==> src/rtl/object_engine.sv <==
// object_engine: serialises NUM_OBJECTS movable objects against the horizontal
// pixel position, resolves fixed-priority colour and latches pairwise collisions.
// Optional build macro OBJECT_ENGINE_VDELAY_EN adds pending graphics registers
// that are copied to the active graphics on line_start for objects with vdel=1.
module object_engine #(
  parameter int NUM_OBJECTS = 4,
  parameter int POS_WIDTH   = 10,
  parameter int DATA_WIDTH  = 8,
  parameter int COLOR_WIDTH = 7
) (
  input  logic                   raw_clk,
  input  logic                   reset_n,
  input  logic                   write_enable,
  input  logic                   enable,
  input  logic [5:0]             address,
  input  logic [7:0]             data_in,
  output logic [7:0]             data_out,
  input  logic [POS_WIDTH-1:0]   hpos,
  input  logic                   pixel_en,
  input  logic                   line_start,
  output logic [COLOR_WIDTH-1:0] pixel_color,
  output logic [NUM_OBJECTS-1:0] pixel_hit
);

  localparam int NPAIRS = NUM_OBJECTS * (NUM_OBJECTS - 1) / 2;
  // Enough to hold DATA_WIDTH << 3 (longest pass, 8x size).
  localparam int CNT_W  = $clog2(DATA_WIDTH * 8) + 1;

  typedef enum logic {S_IDLE, S_SHIFT} ser_state_t;

  // Programmable object registers
  logic [POS_WIDTH-1:0]   posx_q    [NUM_OBJECTS];
  logic [POS_WIDTH-1:0]   posx_d    [NUM_OBJECTS];
  logic [1:0]             size_q    [NUM_OBJECTS];
  logic [1:0]             size_d    [NUM_OBJECTS];
  logic [NUM_OBJECTS-1:0] reflect_q, reflect_d;
  logic [NUM_OBJECTS-1:0] vdel_q,    vdel_d;
  logic [DATA_WIDTH-1:0]  gfx_q     [NUM_OBJECTS];
  logic [DATA_WIDTH-1:0]  gfx_d     [NUM_OBJECTS];
  logic [COLOR_WIDTH-1:0] color_q   [NUM_OBJECTS];
  logic [COLOR_WIDTH-1:0] color_d   [NUM_OBJECTS];
  logic [NUM_OBJECTS-1:0] en_q,      en_d;
  logic [COLOR_WIDTH-1:0] bg_q,      bg_d;
  logic [NPAIRS-1:0]      coll_q,    coll_d;
`ifdef OBJECT_ENGINE_VDELAY_EN
  logic [DATA_WIDTH-1:0]  pend_q    [NUM_OBJECTS];
  logic [DATA_WIDTH-1:0]  pend_d    [NUM_OBJECTS];
  logic [NUM_OBJECTS-1:0] pend_vld_q, pend_vld_d;
`endif

  // Serializer state, snapshotted at trigger time
  ser_state_t             st_q      [NUM_OBJECTS];
  ser_state_t             st_d      [NUM_OBJECTS];
  logic [CNT_W-1:0]       cnt_q     [NUM_OBJECTS];
  logic [CNT_W-1:0]       cnt_d     [NUM_OBJECTS];
  logic [DATA_WIDTH-1:0]  sh_gfx_q  [NUM_OBJECTS];
  logic [DATA_WIDTH-1:0]  sh_gfx_d  [NUM_OBJECTS];
  logic [1:0]             sh_size_q [NUM_OBJECTS];
  logic [1:0]             sh_size_d [NUM_OBJECTS];
  logic [NUM_OBJECTS-1:0] sh_refl_q, sh_refl_d;

  // Output registers
  logic [NUM_OBJECTS-1:0] pixel_hit_q,   pixel_hit_d;
  logic [COLOR_WIDTH-1:0] pixel_color_q, pixel_color_d;
  logic [7:0]             data_out_q,    data_out_d;

  logic [NUM_OBJECTS-1:0] act;
  logic [NPAIRS-1:0]      pair_hit;
  logic [COLOR_WIDTH-1:0] pix_color;
  logic [7:0]             rd_data;
  logic                   clr_wr;

  assign data_out    = data_out_q;
  assign pixel_color = pixel_color_q;
  assign pixel_hit   = pixel_hit_q;
  assign clr_wr      = write_enable && (address == 6'h22);

  // Colour registers live in the top COLOR_WIDTH bits of the byte.
  function automatic logic [7:0] color_to_byte(input logic [COLOR_WIDTH-1:0] c);
    logic [COLOR_WIDTH+7:0] t;
    t = {c, 8'h00};
    return t[COLOR_WIDTH+7 -: 8];
  endfunction

  // Register file writes and the vertical-delay copy at line start
  always_comb begin
    posx_d    = posx_q;
    size_d    = size_q;
    reflect_d = reflect_q;
    vdel_d    = vdel_q;
    gfx_d     = gfx_q;
    color_d   = color_q;
    en_d      = en_q;
    bg_d      = bg_q;
`ifdef OBJECT_ENGINE_VDELAY_EN
    pend_d     = pend_q;
    pend_vld_d = pend_vld_q;
    for (int i = 0; i < NUM_OBJECTS; i++) begin
      if (line_start && vdel_q[i] && pend_vld_q[i]) begin
        gfx_d[i]      = pend_q[i];
        pend_vld_d[i] = 1'b0;
      end
    end
`endif
    if (write_enable) begin
      if (!address[5]) begin
        // Addresses of objects >= NUM_OBJECTS match no index and are dropped.
        for (int i = 0; i < NUM_OBJECTS; i++) begin
          if (address[4:2] == 3'(i)) begin
            case (address[1:0])
              2'd0: posx_d[i][7:0] = data_in;
              2'd1: begin
                posx_d[i][POS_WIDTH-1:8] = data_in[POS_WIDTH-9:0];
                size_d[i]    = data_in[5:4];
                reflect_d[i] = data_in[6];
                vdel_d[i]    = data_in[7];
              end
              2'd2: begin
`ifdef OBJECT_ENGINE_VDELAY_EN
                if (vdel_q[i]) begin
                  pend_d[i]     = data_in[DATA_WIDTH-1:0];
                  pend_vld_d[i] = 1'b1;
                end else begin
                  gfx_d[i] = data_in[DATA_WIDTH-1:0];
                end
`else
                gfx_d[i] = data_in[DATA_WIDTH-1:0];
`endif
              end
              default: color_d[i] = data_in[7 -: COLOR_WIDTH];
            endcase
          end
        end
      end else begin
        case (address)
          6'h20:   en_d = data_in[NUM_OBJECTS-1:0];
          6'h21:   bg_d = data_in[7 -: COLOR_WIDTH];
          default: ;
        endcase
      end
    end
  end

  // Register read mux; data_out only moves on a read strobe
  always_comb begin
    logic [31:0] coll32;
    coll32  = 32'(coll_q);
    rd_data = 8'h00;
    if (!address[5]) begin
      for (int i = 0; i < NUM_OBJECTS; i++) begin
        if (address[4:2] == 3'(i)) begin
          case (address[1:0])
            2'd0:    rd_data = posx_q[i][7:0];
            2'd1:    rd_data = {vdel_q[i], reflect_q[i], size_q[i],
                                4'(posx_q[i][POS_WIDTH-1:8])};
            2'd2:    rd_data = 8'(gfx_q[i]);
            default: rd_data = color_to_byte(color_q[i]);
          endcase
        end
      end
    end else begin
      case (address)
        6'h20:   rd_data = 8'(en_q);
        6'h21:   rd_data = color_to_byte(bg_q);
        6'h24:   rd_data = coll32[7:0];
        6'h25:   rd_data = coll32[15:8];
        6'h26:   rd_data = coll32[23:16];
        6'h27:   rd_data = coll32[31:24];
        default: rd_data = 8'h00;
      endcase
    end
    data_out_d = enable ? rd_data : data_out_q;
  end

  // Per-object serializers: trigger on position match, shift one bit per 2^size pixels
  always_comb begin
    logic             trig;
    logic [CNT_W-1:0] total;
    logic [CNT_W-1:0] idx;
    logic [CNT_W-1:0] sel;
    logic [DATA_WIDTH-1:0] bits;
    st_d      = st_q;
    cnt_d     = cnt_q;
    sh_gfx_d  = sh_gfx_q;
    sh_size_d = sh_size_q;
    sh_refl_d = sh_refl_q;
    act       = '0;
    for (int i = 0; i < NUM_OBJECTS; i++) begin
      trig  = pixel_en && en_q[i] && (hpos == posx_q[i]);
      total = '0;
      idx   = '0;
      sel   = '0;
      bits  = '0;
      if (line_start || !en_q[i]) begin
        st_d[i] = S_IDLE;
      end else if (trig) begin
        // Trigger pixel already shows the first bit of the freshly latched pattern.
        sh_gfx_d[i]  = gfx_q[i];
        sh_size_d[i] = size_q[i];
        sh_refl_d[i] = reflect_q[i];
        act[i]       = reflect_q[i] ? gfx_q[i][0] : gfx_q[i][DATA_WIDTH-1];
        total        = CNT_W'(DATA_WIDTH) << size_q[i];
        cnt_d[i]     = CNT_W'(1);
        st_d[i]      = (total == CNT_W'(1)) ? S_IDLE : S_SHIFT;
      end else if (pixel_en && (st_q[i] == S_SHIFT)) begin
        idx      = cnt_q[i] >> sh_size_q[i];
        sel      = sh_refl_q[i] ? idx : (CNT_W'(DATA_WIDTH - 1) - idx);
        bits     = sh_gfx_q[i] >> sel;
        act[i]   = bits[0];
        total    = CNT_W'(DATA_WIDTH) << sh_size_q[i];
        cnt_d[i] = cnt_q[i] + CNT_W'(1);
        if (cnt_d[i] == total) st_d[i] = S_IDLE;
      end
    end
  end

  // Priority colour, pair detection, output stage and collision latch
  always_comb begin
    int p;
    pix_color = bg_q;
    for (int i = NUM_OBJECTS - 1; i >= 0; i--) begin
      if (act[i]) pix_color = color_q[i];
    end
    pair_hit = '0;
    p = 0;
    for (int i = 0; i < NUM_OBJECTS; i++) begin
      for (int j = i + 1; j < NUM_OBJECTS; j++) begin
        pair_hit[p] = act[i] & act[j];
        p = p + 1;
      end
    end
    pixel_hit_d   = pixel_en ? act : pixel_hit_q;
    pixel_color_d = pixel_en ? pix_color : pixel_color_q;
    // A clear keeps only hits arriving in the same cycle.
    coll_d = clr_wr ? pair_hit : (coll_q | pair_hit);
  end

  // State registers, all cleared asynchronously
  always_ff @(posedge raw_clk or negedge reset_n) begin
    if (!reset_n) begin
      for (int i = 0; i < NUM_OBJECTS; i++) begin
        posx_q[i]    <= '0;
        size_q[i]    <= '0;
        gfx_q[i]     <= '0;
        color_q[i]   <= '0;
        st_q[i]      <= S_IDLE;
        cnt_q[i]     <= '0;
        sh_gfx_q[i]  <= '0;
        sh_size_q[i] <= '0;
`ifdef OBJECT_ENGINE_VDELAY_EN
        pend_q[i]    <= '0;
`endif
      end
`ifdef OBJECT_ENGINE_VDELAY_EN
      pend_vld_q    <= '0;
`endif
      reflect_q     <= '0;
      vdel_q        <= '0;
      sh_refl_q     <= '0;
      en_q          <= '0;
      bg_q          <= '0;
      coll_q        <= '0;
      pixel_hit_q   <= '0;
      pixel_color_q <= '0;
      data_out_q    <= '0;
    end else begin
      posx_q        <= posx_d;
      size_q        <= size_d;
      gfx_q         <= gfx_d;
      color_q       <= color_d;
      st_q          <= st_d;
      cnt_q         <= cnt_d;
      sh_gfx_q      <= sh_gfx_d;
      sh_size_q     <= sh_size_d;
`ifdef OBJECT_ENGINE_VDELAY_EN
      pend_q        <= pend_d;
      pend_vld_q    <= pend_vld_d;
`endif
      reflect_q     <= reflect_d;
      vdel_q        <= vdel_d;
      sh_refl_q     <= sh_refl_d;
      en_q          <= en_d;
      bg_q          <= bg_d;
      coll_q        <= coll_d;
      pixel_hit_q   <= pixel_hit_d;
      pixel_color_q <= pixel_color_d;
      data_out_q    <= data_out_d;
    end
  end

endmodule

==> config.mk <==
export PLATFORM = sky130hd
export DESIGN_NAME = object_engine
export DESIGN_NICKNAME = d
export VERILOG_FILES = /design/src/rtl/object_engine.sv
export SDC_FILE = /design/constraint.sdc
export NUM_CORES = 1
export LEC_CHECK = 0
export ABC_CLOCK_PERIOD_IN_PS = 6500
export BUFFER_PORTS_ARGS = -buffer_cell sky130_fd_sc_hd__buf_2
export CORE_MARGIN = 8
export CORE_UTILIZATION = 65
export CTS_CLUSTER_DIAMETER = 150
export DETAILED_ROUTE_END_ITERATION = 7
export PLACE_DENSITY = 0.83
export SYNTH_ARGS = -nofsm -noshare
export SYNTH_HDL_FRONTEND = slang
export SYNTH_SLANG_ARGS = --single-unit
export TNS_END_PERCENT = 1
==> constraint.sdc <==
create_clock -name raw_clk -period 6.5 [get_ports raw_clk]
set_input_delay 0.325 -clock raw_clk [delete_from_list [all_inputs] [get_ports raw_clk]]
set_output_delay 0.325 -clock raw_clk [all_outputs]
set_load 0.01 [all_outputs]
==> results of run 1 <==
[kinds of logic (layout without fill, tap and decap cells)]
family	Yosys count	in the layout
buffers and inverters	94	117
xor gates and xnor gates	70	70
and+or+nand+nor	291	291
other	0	1
adders and majority gates	8	8
DFF	228	228
muxes	272	272
AOI/OAI and AO/OA	208	208
[routing by layer]
| metal | vias to the layer above | wire [um] | track usage (%) | share of wire [%] |
|---|---|---|---|---|
| met5 | - | 0 | 0 | 0 |
| met3 | 116 | 2779 | 5.758 | 8.0 |
| met2 | 499 | 16170 | 45.01 | 47 |
| met1 | 4937 | 14090 | 37.38 | 41 |
| li1 | 4300 | - | - | - |
| met4 | 0 | 1600 | 12.81 | 4.6 |
[final cells by class]
class,count,share of cell area [%]
clock inverter,9,0.6155
sequential,228,40.67
clock buffer,33,5.031
inverter,19,0.5084
antenna,1,0.01784
timing repair buffer,56,2.230
tap,265,2.364
multi-input combinational,849,48.56
[worst min-delay path by stage]
| stage | from | end | slack, ns | depth (start not counted) |
|---|---|---|---|---|
| floorplan | reset_n | bg_q[0]$_DFFE_PN0P_ | 0.03 | 0 |
| global placement | reset_n | cnt_q[27]$_DFFE_PN0P_ | 0.34 | 1 |
| detailed placement | reset_n | cnt_q[26]$_DFFE_PN0P_ | 0.34 | 1 |
| CTS | enable | data_out[4]$_DFFE_PN0P_ | 0.18 | 2 |
| global route | enable | data_out[4]$_DFFE_PN0P_ | 0.21 | 2 |
| finish | enable | data_out[4]$_DFFE_PN0P_ | 0.20 | 2 |
[synthesized netlist by cell type (all sizes together) (3+ instances only)]
library cell / n / share of area, %
o221a: 6 / 0.52
o311ai: 3 / 0.20
o21a: 8 / 0.46
nand3b: 9 / 0.52
and3: 20 / 0.97
xor2: 54 / 3.7
ha: 8 / 0.77
a22oi: 6 / 0.35
mux4: 27 / 4.7
mux2: 183 / 16
nor2b: 13 / 0.63
buf: 21 / 1.0
mux2i: 62 / 4.8
nor4b: 3 / 0.20
o31ai: 5 / 0.29
inv: 17 / 0.49
a2111oi: 4 / 0.51
dfrtp: 228 / 44
a211oi: 5 / 0.29
or3: 5 / 0.24
o32ai: 3 / 0.20
clkbuf: 54 / 1.6
nand2: 99 / 2.9
o2111ai: 4 / 0.27
nand4: 5 / 0.24
nor2: 52 / 1.5
a21oi: 49 / 1.9
nand3: 28 / 1.1
and2: 4 / 0.19
a21o: 7 / 0.41
a31oi: 8 / 0.44
nor4: 17 / 0.87
a221oi: 8 / 0.54
xnor2: 16 / 1.2
o21ai: 69 / 2.7
nor3: 17 / 0.66
a22o: 4 / 0.27
o22ai: 4 / 0.19
nand2b: 14 / 0.68
o211ai: 6 / 0.39
[worst max-delay path, delay by kind of cell (launching register included)]
kind                      cells  cell delay [ns]
DFF                           1             0.75
xor gates and xnor gates      1             0.24
muxes                         1             0.65
AOI/OAI and AO/OA             4             1.29
and+or+nand+nor               3             0.57
[registers in the layout, summed over array words and instances (netlist names), 8 cells and up]
signal,flops
size_q,8
cnt_q,28
posx_q,40
data_out,8
color_q,28
sh_size_q,8
sh_gfx_q,32
gfx_q,32
[power by group through the flow]
stage | clock network (W) | logic, W | registers [W]
6_report | 0.00137 | 0.000385 | 0.00166
3_5_place_dp | 0 | 0.000373 | 0.00168
3_3_place_gp | 0 | 0.000360 | 0.00167
4_1_cts | 0.00138 | 0.000380 | 0.00166
5_1_grt | 0.00143 | 0.000411 | 0.00167
2_1_floorplan | 0 | 0.000242 | 0.00163
[stage by stage]
stage	utilization [%]	instances	setup slack, ns
floorplan	-	1171	3.739
global route	72.07	1460	2.667
CTS	72.06	1459	2.940
finish	72.07	1460	2.870
global placement	67.94	1416	3.070
detailed placement	67.94	1416	2.974
[repair_timing]
action,4_1_cts,5_1_grt
hold buffers,1,0
endpoints found under the hold margin,73,0
setup endpoints to repair,0,0
==> metrics, run 1 <==
quantity of I/O buffers inserted on ports 48; Final Critical Period 3.630 ns; placed inst area 13220 um2; Post-synth EDFFs 0; total CTS buffers 24; register area share after synthesis 44.15%; count of final hold-check violations 0; syn_nets 1209; share of post-route cells with drive strength above 1 27.14%; Arr. time, crit path 4.04 ns; DR vias/cell 6.748; HPWL Detailed 23480 um; post-route clock period utilization 55.84%; CTS Sinks 228; yosys warns 0; Root Buffer clkbuf_16; Cell variety after synth 68; die area 24650 um2; area share of and/or/nand/nor cells after synthesis 11.00%; leakage 6.401 nW; Clock power frac 40.1%; Initial DRC Count 1124; Die Y 157.0 um; max incr delay on CP 0.75 ns; cell area after layout 14030 um2; drt total wl 34640 um; core area 19460 um2; GRT overflow 0; FF-to-FF setup slack 2.87 ns; synth-to-layout area growth 8.539%; post-CTS sizing 0; Register Area 5705 um2; Fill cells 1320; CP endpoint kind flip-flop; mux share of post-synthesis cell area 25.51%; Peak VDD IR 0.2349 mV; beginning of the worst register-to-register path sh_size_q[7]$_DFFE_PN0P_; CTS tree yes; Switching Power 0.0009083 W; via count of the first global-routing pass 9925; end of the worst register-to-register path pixel_color[6]$_DFFE_PN0P_; drt pass-1 iters 6; RSZ-0062 raised after global routing false; fmax 275.5 MHz; maxcap violations 0; Setup Viol. Count Final 0; crit path from sh_size_q[7]$_DFFE_PN0P_; Pwr Total 0.003422 W; CP Max Fanout 22; Vias 9852; Synth Register Bits 228; Avg Cell Area, Syn 11.04 um2; Setup crit end pixel_color[6]$_DFFE_PN0P_; sw frac 26.54%; crit path max-delay cell type dfrtp_1; count of pins over their slew limit 0; Avg WL per Cell 23.73 um; Max clock buf depth 3; I/O pins 49; CTS H-Tree Depth 1; Die W 157.0 um; worst-skew pair later-pin latency 0.52 ns; Startpoint Class flip-flop; Seq pwr share 48.6%; cells after synthesis 1171; synthesized area 12920 um2; largest net degree at the start of global routing 83; FP Rows 51; Post-CTS Setup Repair Bufs 0; Setup Skew 0.01139 ns; CP Class flip-flop to flip-flop; commonest non-fill, non-tap cell in the layout dfrtp_1; post-synthesis adder-cell area fraction 0.7745%; routability congestion estimate 0.9885; XOR/XNOR Fraction of Synth Area 4.860%; Top FF cell, synth dfrtp_1; most frequent cells in the layout dfrtp_1, mux2_2, nand2_1; Multi-input gate area 6812 um2; antenna violations before repair 1; Internal 0.002514 W; r2r worst-path depth 9; combinational share of power 11.3%; largest family of logic cells by synthesized area multiplexers; first-pass GRT wire length 54900 um; antenna-violating nets left 0; Rel. slew slack 32.48%; ordered cell list for the critical path mux4_2 > xnor2_2 > nor2b_1 > a211oi_1 > a21oi_1 > or2_0 > a31oi_2 > nand3_2 > o221a_2; Post-route DRC 0; complex-gate fraction of the synthesized area 10.56%; Global Route Usage Sum 28.44%; required time worst endpoint 6.91 ns; layout net count 1216; status completed; Hold Crit Class primary input to flip-flop; Post-synth ARST share 100.0%; Pwr Density 243.9 nW/um2; clock transition at the registers of the reported paths 0.06 ns; initial core utilization 66.40%; setup TNS 0 ns; Worst Tran Pin Value 1.004 ns; final hold slack 0.1965 ns
Power figures use the tool's default switching activity.
==> run 2, diff against run 1 <==
- ABC_AREA: not set -> 1
- ABC_CLOCK_PERIOD_IN_PS: 6500 -> 3300
- CORE_UTILIZATION: 65 -> 57
- PLACE_DENSITY: 0.83 -> 0.77
- clock period: 6.5 -> 3.3 ns (I/O delays scaled with it)
==> metrics, run 2 <==
maxcap violations 0; Rel. slew slack 39.80%; Yosys top cell by area dfrtp_1; CTS H-Tree Depth 1; CP Class flip-flop to flip-flop; Switching Power 0.001855 W; combinational share of power 11.5%; worst-skew pair later-pin latency 0.53 ns; WHS Path Cells 4; clock transition at the registers of the reported paths 0.06 ns; Cell variety after synth 53; via count of the first global-routing pass 11.31k; Internal 0.004876 W; fmax 372.7 MHz; HPWL Detailed 26670 um; Post-synth ARST share 100.0%; Avg WL per Cell 18.38 um; share of post-route cells with drive strength above 1 9.138%; drt total wl 37330 um; routability congestion estimate 0.9867; required time worst endpoint 3.75 ns; I/O pins 49; cell area after layout 13870 um2; syn_nets 1747; dominant cells by area after synthesis dfrtp_1, nand2_1, o21ai_0, inv_1, nand3_1; leakage 6.735 nW; synth-to-layout area growth 9.374%; Arr. time, crit path 3.13 ns; Clock power frac 40.6%; Pwr Total 0.006731 W; layout net count 1771; GRT overflow 0; Root Buffer clkbuf_16; post-route clock period utilization 81.30%; Register Area 5705 um2; Vias 11.83k; placed inst area 13050 um2; count of pins over their slew limit 0; status completed; leading cell type by number of instances after synthesis nand2_1; Die W 165.2 um; Pwr Density 485.3 nW/um2; Top Registers posx_q (40), gfx_q (32), sh_gfx_q (32); Max clock buf depth 3; Setup Viol. Count Final 0; CTS tree yes; CTS Sinks 228; Avg Cell Area, Syn 7.420 um2; drt pass-1 iters 7; met1 usage 37.36%; count of final hold-check violations 0; sw frac 27.56%; Multi-input gate area 5931 um2; core area 21820 um2; Setup Skew 0.009066 ns; Synth Register Bits 228; Post-synth top cells nand2_1, dfrtp_1, o21ai_0; synthesized area 12680 um2; max FFs per register 40; FP Rows 54; antenna violations before repair 0; setup TNS 0 ns; Post-Layout Cell Count 2031; yosys warns 0; largest register by flop count posx_q; quantity of I/O buffers inserted on ports 48; Worst Tran Pin Value 0.9020 ns; initial core utilization 58.11%; cells after synthesis 1709; Die Y 165.2 um; CP endpoint kind flip-flop; antenna-violating nets left 0; met3 Use GR 4.859%; Seq pwr share 47.9%; placed cells 1984; Global Route Usage Sum 27.93%; Fill cells 1945; register area share after synthesis 44.99%; Hold Crit Class primary input to flip-flop; Final Critical Period 2.683 ns; Peak VDD IR 0.4319 mV; first-pass GRT wire length 60450 um; DR vias/cell 5.826; total CTS buffers 25; RSZ-0062 raised after global routing false; Top FF cell, synth dfrtp_1; largest net degree at the start of global routing 97; Initial DRC Count 1259; CP Max Fanout 17; die area 27280 um2; diode count 0; met2 Use GR 44.23%; r2r worst-path depth 12; Post-route DRC 0; Startpoint Class flip-flop; post-synth top area share 44.99%; most frequent cells in the layout nand2_1, dfrtp_1, o21ai_0; commonest non-fill, non-tap cell in the layout nand2_1; Post-synth EDFFs 0; busiest grt layer met2; post-CTS sizing 0
run 2: path summary, 6_finish.rpt:
check,from,end,slack (ns)
setup / recovery,sh_size_q[6]$_DFFE_PN0P_,pixel_color[0]$_DFFE_PN0P_,0.62
setup reg to reg,sh_size_q[6]$_DFFE_PN0P_,pixel_color[0]$_DFFE_PN0P_,0.62
min in group asynchronous,reset_n,cnt_q[8]$_DFFE_PN0P_,0.22
hold reg to reg,pixel_hit[1]$_DFFE_PN0P_,pixel_hit[1]$_DFFE_PN0P_,0.47
max in group asynchronous,reset_n,pixel_hit[1]$_DFFE_PN0P_,2.06
hold / removal,line_start,st_q[2]$_DFFE_PN0P_,0.1
run 2: power groups by stage:
stage	Sequential, W	Combinational (W)	Clock, W
after detailed placement	0.00326	0.000753	0
after floorplan	0.00320	0.000458	0
after global placement	0.00325	0.000736	0
after CTS	0.00321	0.000763	0.00277
after global routing	0.00324	0.000861	0.00288
final	0.00322	0.000773	0.00274
run 2: metal layers:
| layer | routed length [um] | part of all wire (%) |
|---|---|---|
| met3 | 3132 | 8.4 |
| met5 | 0 | 0 |
| met2 | 16860 | 45 |
| met4 | 1720 | 4.6 |
| met1 | 15620 | 42 |
run 2: critical path, cell delays in order, from the launching register on:
cell	delay (ns)
dfrtp_1	0.64
o21ai_0	0.22
o21ai_1	0.26
ha_1	0.28
nor2_1	0.11
nand3_1	0.08
nand2_1	0.06
nand3_1	0.06
nor2_1	0.12
nand3_1	0.10
nand2_2	0.32
a21oi_1	0.17
a21oi_2	0.17
run 2: timing repair:
| action | in CTS | in global routing |
|---|---|---|
| setup buffers | 0 | 0 |
| hold buffers | 2 | 0 |
| hold endpoints to repair | 98 | 0 |
run 2: kinds of logic (layout without fill, tap and decap cells):
logic type | after synthesis | in the layout | share of synthesized area, %
flip-flops | 228 | 228 | 44.99
multiplexers | 7 | 7 | 0.6117
buffers and inverters | 258 | 300 | 8.239
AO/OA/AOI/OAI | 370 | 370 | 16.47
AND/OR/NAND/NOR | 807 | 807 | 26.76
XOR/XNOR | 31 | 31 | 2.141
adder cells (fa/ha/maj) | 8 | 8 | 0.7894
run 2: area by class of cell:
type                    instances  area share [%]
multi-input cells            1223           42.76
repair buffers                 59           2.526
clock buffers                  39           5.322
inverters                     196           5.304
well taps                     280           2.526
clock inverters                 6          0.4240
flip-flops and latches        228           41.14
run 2: per-stage QoR:
| stage | setup slack (ns) | utilization, % | hold slack (ns) |
|---|---|---|---|
| global route | 0.3798 | 63.55 | 0.1170 |
| CTS | 0.6727 | 63.55 | 0.08035 |
| floorplan | 1.146 | - | -0.1306 |
| global placement | 0.8428 | 59.81 | 0.2389 |
| detailed placement | 0.7438 | 59.81 | 0.2400 |
| finish | 0.6171 | 63.55 | 0.09586 |
